$ cat src/rtl/softmax_norm.sv
// Softmax normalization back-end: buffers N exp words, accumulates their sum,
// then emits each element divided by the sum as saturating UQ0.16.
module softmax_norm #(
  parameter int N  = 8,
  parameter int QB = 17
) (
  input  logic        clk,
  input  logic        rst_n,
  input  logic        in_valid,
  output logic        in_ready,
  input  logic [20:0] in_exp,
  output logic        out_valid,
  input  logic        out_ready,
  output logic [15:0] out_prob,
  output logic        out_last
);

  localparam int IW = $clog2(N);
  localparam int SW = 32 + IW;   // sum of N 32-bit words cannot overflow
  localparam int RW = SW + 1;    // partial remainder is < 2*sum after the shift

  typedef enum logic [1:0] {ST_LOAD, ST_DIV, ST_HOLD} state_t;

  state_t          state_q, state_d;
  logic [IW-1:0]   idx_q;
  logic [SW-1:0]   sum_q;
  logic [RW-1:0]   rem_q;
  logic [QB-2:0]   q_q;
  logic [4:0]      bit_cnt_q;
  logic [31:0]     buf_mem [N];

  logic [4:0]      p_clamped;
  logic [31:0]     fx;
  logic            in_hs, out_hs, idx_last, div_done;
  logic            sum_nz, ge, q_bit;
  logic [RW-1:0]   diff, rem_next;
  logic [QB-1:0]   q_full;
  logic [15:0]     prob_sat;

  // Word decode: value = m * 2^(p-16), positions above 16 clamp to 16.
  assign p_clamped = (in_exp[20:16] > 5'd16) ? 5'd16 : in_exp[20:16];
  assign fx        = {16'h0000, in_exp[15:0]} << p_clamped;

  assign in_ready = (state_q == ST_LOAD);
  assign in_hs    = in_valid && in_ready;
  assign out_hs   = out_valid && out_ready;
  assign idx_last = (idx_q == IW'(N - 1));
  assign div_done = (state_q == ST_DIV) && (bit_cnt_q == 5'(QB - 1));

  // Restoring step: the remainder is pre-scaled so the first compare decides
  // the 2^16 bit; a zero divisor gates every quotient bit to 0.
  assign sum_nz   = (sum_q != '0);
  assign ge       = (rem_q >= RW'(sum_q));
  assign diff     = rem_q - RW'(sum_q);
  assign q_bit    = ge && sum_nz;
  assign rem_next = ge ? (diff << 1) : (rem_q << 1);
  assign q_full   = {q_q, q_bit};
  assign prob_sat = q_full[QB-1] ? 16'hFFFF : q_full[15:0];

  // NOTE: always_comb assigns every output a default first, so no path leaves a latch.
  always_comb begin
    state_d = state_q;
    case (state_q)
      ST_LOAD: if (in_hs && idx_last) state_d = ST_DIV;
      ST_DIV:  if (div_done)          state_d = ST_HOLD;
      ST_HOLD: if (out_hs)            state_d = idx_last ? ST_LOAD : ST_DIV;
      default:                        state_d = ST_LOAD;
    endcase
  end

  // NOTE: sequential state uses non-blocking assignments so every flop samples pre-edge values.
  always_ff @(posedge clk or negedge rst_n) begin
    if (!rst_n) state_q <= ST_LOAD;
    else        state_q <= state_d;
  end

  // NOTE: the vector buffer has no reset; each slot is rewritten before it is read.
  always_ff @(posedge clk) begin
    if (in_hs) buf_mem[idx_q] <= fx;
  end

  always_ff @(posedge clk or negedge rst_n) begin
    if (!rst_n) begin
      idx_q     <= '0;
      sum_q     <= '0;
      rem_q     <= '0;
      q_q       <= '0;
      bit_cnt_q <= '0;
      out_valid <= 1'b0;
      out_prob  <= '0;
      out_last  <= 1'b0;
    end else begin
      case (state_q)
        ST_LOAD: begin
          if (in_hs) begin
            sum_q <= sum_q + SW'(fx);
            if (idx_last) begin
              // Slot 0 was written on an earlier edge since N >= 2.
              idx_q     <= '0;
              rem_q     <= RW'(buf_mem[0]);
              bit_cnt_q <= '0;
            end else begin
              idx_q <= idx_q + 1'b1;
            end
          end
        end
        ST_DIV: begin
          rem_q     <= rem_next;
          q_q       <= q_full[QB-2:0];
          bit_cnt_q <= bit_cnt_q + 5'd1;
          if (div_done) begin
            out_valid <= 1'b1;
            out_prob  <= prob_sat;
            out_last  <= idx_last;
          end
        end
        ST_HOLD: begin
          if (out_hs) begin
            out_valid <= 1'b0;
            if (idx_last) begin
              idx_q <= '0;
              sum_q <= '0;
            end else begin
              idx_q     <= idx_q + 1'b1;
              rem_q     <= RW'(buf_mem[idx_q + 1'b1]);
              bit_cnt_q <= '0;
            end
          end
        end
        default: ;
      endcase
    end
  end

endmodule

$ cat config.mk
export PLATFORM = sky130hd
export DESIGN_NAME = softmax_norm
export DESIGN_NICKNAME = d
export VERILOG_FILES = /design/src/rtl/softmax_norm.sv
export SDC_FILE = /design/constraint.sdc
export NUM_CORES = 1
export LEC_CHECK = 0
export CORE_MARGIN = 2
export CORE_UTILIZATION = 57
export CTS_BUF_LIST = sky130_fd_sc_hd__clkbuf_8
export CTS_CLUSTER_SIZE = 10
export DETAILED_ROUTE_END_ITERATION = 12
export PLACE_DENSITY = 0.74
export SYNTH_ARGS = -nofsm -noshare
export SYNTH_HDL_FRONTEND = slang
export SYNTH_SLANG_ARGS = --single-unit
$ cat constraint.sdc
create_clock -name clk -period 7 [get_ports clk]
set_clock_uncertainty 0.05 [all_clocks]
set_input_delay 1.05 -clock clk [delete_from_list [all_inputs] [get_ports clk]]
set_output_delay 1.05 -clock clk [all_outputs]
set_load 0.01 [all_outputs]
==> flow_summary.toml <==
[synth]
syn_area_per_cell_um2 = 11.9
synth_ff_type = "edfxtp_1"
ys_seq_area_share_pct = 53.2
ys_seq_elements = 371
ys_top_cells_by_count = "edfxtp_1 (256), nand2_1 (145), nor2_1 (122), o21ai_0 (122), dfrtp_1 (115)"
syn_nets = 1774
synth.most_common_cell = "edfxtp_1"
ys_top_cells_by_area = "edfxtp_1 (39%), dfrtp_1 (14%), mux4_2 (7.3%)"
synth_top_area_share_pct = 38.7
synthArstFlopShare_pct = 31.0
synth_edf_count = 256
syn_inst = 1671
ys_warn_count = 0
ys_types = 81
netlist_area_um2 = 19900
yosys.area.top_type = "edfxtp_1"

[min_path]
hp-class = "in -> async"

[clock_network]
clk_pin_slew_ns = 0.06
cts_resized = 0
cts_max_path_buffers = 3
numCtsBuffers = 60
cts_root_buf = "clkbuf_8"
clock_latency_ns = 0.67
tritoncts = "yes"
cts_hold_buf = 0
htree_levels = 2
clock-sinks = 371
cts_setup_buffers = 0

[setup_path]
r2r-end = "rem_q[17]"
critPathArrivalTime_ns = 6.00
cp.required_ns = 7.50
path_max_fanout = 39
worstSetupEndpointType = "flip-flop"
r2r_cells = 11
startpoint_type = "primary input"
r2r-start = "sum_q[0]"
slowest_delay_ns = 0.74
slowest_stage = "nand2b_1"
path_cells = "clkdlybuf4s50_1 -> buf_4 -> nand2b_1 -> mux2i_1 -> nor2_1 -> ha_1 -> a2111oi_0 -> o21ai_0 -> a31oi_2 -> o21ba_2 -> o221ai_2 -> a221oi_2 -> xnor2_1 -> a32o_1"
rrSetupSlack_ns = 2.53
crit_type = "in -> reg"

[pwr]
power_leakage_nw = 8.53
p_per_area_nw_per_um2 = 469
ir_worst_vdd_mv = 0.276

[timing]
slew_headroom_pct = 19.3
finalSetupViolations = 0
fin_crit_ns = 5.51
fin_setup_tns_ns = 0
hold_violations = 0
rsz0062_at_grt = "false"
fin_crit_sh_pct = 78.6
hold_slack_ns = 0.366
drv_slew = 0
worst_pin_slew_ns = 1.20
fmax_ghz = 0.182

[detailed_routing]
wirelength_um = 52200
drt-wirelength-per-cell_um = 23.5
firstDrtPassIters = 5
dr.first_iter.drc_count = 1357
antenna_left = 0
drc_errors = 0
avgViaCountPerCell = 6.38
routed-via-count = 14194

[floorplan]
die_y_um = 191
die_x_um = 191
die_area_um2 = 36400
boundaryPins = 44
start_util_pct = 57.7
core-area_um2 = 34500
rows = 68

[layout]
multi_input_area_um2 = 8720
num-fill-cells = 2635
nNetsFinal = 1828
area_delta_synth_final_pct = 10.5
drive_gt1_share_pct = 13.6
fin_util_pct = 63.7
seq_area_um2 = 10600
n_antenna_cell = 0

[grt]
grt_pass1_vias = 14036
grt_antenna_before_repair = 0
grt_pass1_wl_um = 80700
grt_max_degree = 66
gr-usage-all-layers_pct = 29.6
grt-ovfl-total = 0

[run_status]
status = "finished, final reports clean"

[placement]
gp_congestion = 0.944
port_buffers = 43
hpwl_um = 35600

[run]
max_cap_viol_count = 0
[critical path: cells and delay by family]
kind | cells | cell delay (ns)
muxes | 1 | 0.22
and+or+nand+nor | 2 | 1.33
AOI/OAI and AO/OA | 7 | 2.08
buffers and inverters | 2 | 0.81
adders and majority gates | 1 | 0.41
xor gates and xnor gates | 1 | 0.10
[stage by stage]
step | cell area [um^2] | instances | worst slack [ns] | power, mW
after floorplan | 19900 | 1671 | 1.87 | 7.08
after detailed placement | 20800 | 2118 | 0.924 | 8.45
final | 22000 | 2224 | 1.49 | 10.3
after CTS | 22000 | 2224 | 1.62 | 10.3
after global placement | 20800 | 2118 | 1.08 | 8.35
after global routing | 22000 | 2224 | 1.12 | 10.9
[flip-flops by register name (all words and copies together), names as in the netlist]
| register | cells |
|---|---|
| buf_mem | 256 |
| rem_q | 36 |
| sum_q | 35 |
| out_prob | 16 |
| q_q | 16 |
| bit_cnt_q | 5 |
| idx_q | 3 |
| state_q | 2 |
| out_last | 1 |
| out_valid | 1 |
[worst max path at each step]
stage / start / to / slack (ns) / depth (start not counted)
5_1_grt: in_exp[20] / sum_q[32] / 1.12 / 16
6_report: in_exp[20] / sum_q[28] / 1.49 / 14
3_5_place_dp: in_exp[20] / sum_q[33] / 0.92 / 17
3_3_place_gp: in_exp[20] / sum_q[31] / 1.08 / 17
4_1_cts: in_exp[20] / sum_q[33] / 1.62 / 17
2_1_floorplan: in_exp[17] / sum_q[31] / 1.87 / 17
[routing by layer]
metal  part of all wire (%)  track usage [%]
met2                     44             43.7
met3                    9.6             7.89
met1                     43             42.4
met4                    3.2             10.8
met5                      0                0
[where the power goes]
part	internal [mW]	switching, mW	leakage [nW]
clock	0.912	0.869	0.665
combinational	2.20	3.16	4.04
sequential	2.79	0.375	3.83
total	5.90	4.40	8.53
[layout by cell type, fill, tap and decap left out, types with 13 or more instances in the layout]
| cell | Yosys | routed |
|---|---|---|
| a31oi_1 | 19 | 19 |
| a21o_1 | 30 | 30 |
| inv_1 | 66 | 90 |
| clkbuf_8 | 0 | 63 |
| xnor2_1 | 39 | 39 |
| mux2i_1 | 72 | 72 |
| a211oi_1 | 18 | 17 |
| nand2b_1 | 13 | 13 |
| nor3_1 | 19 | 17 |
| edfxtp_1 | 256 | 256 |
| buf_4 | 2 | 39 |
| nand2_1 | 145 | 145 |
| o21a_1 | 13 | 13 |
| nand3_1 | 32 | 32 |
| ha_1 | 76 | 74 |
| a21oi_1 | 96 | 96 |
| nor2_1 | 122 | 116 |
| dfrtp_1 | 115 | 114 |
| mux4_2 | 64 | 64 |
| o21ai_1 | 27 | 27 |
| mux2_2 | 27 | 27 |
| nand4_1 | 15 | 15 |
| clkdlybuf4s50_1 | 0 | 42 |
| and3_1 | 13 | 13 |
| o21ai_0 | 122 | 122 |
[cell type report]
type	count	area share (%)
clock inverters	43	1.19
repair buffers	81	3.25
multi-input cells	1144	39.7
clock buffers	63	3.95
inverters	67	1.15
flip-flops and latches	371	48.1
well taps	455	2.59
[cells by family (layout without fill, tap and decap cells)]
kind of cell	Yosys count	in the layout	synth area share [%]
flip-flops	371	371	53.2
AND/OR/NAND/NOR	413	413	9.55
AO/OA/AOI/OAI	429	429	13.7
XOR/XNOR	50	50	2.20
adder cells (fa/ha/maj)	78	78	4.99
buffers and inverters	156	254	3.30
multiplexers	174	174	13.1
No activity file was read; power rests on OpenSTA's default activity.
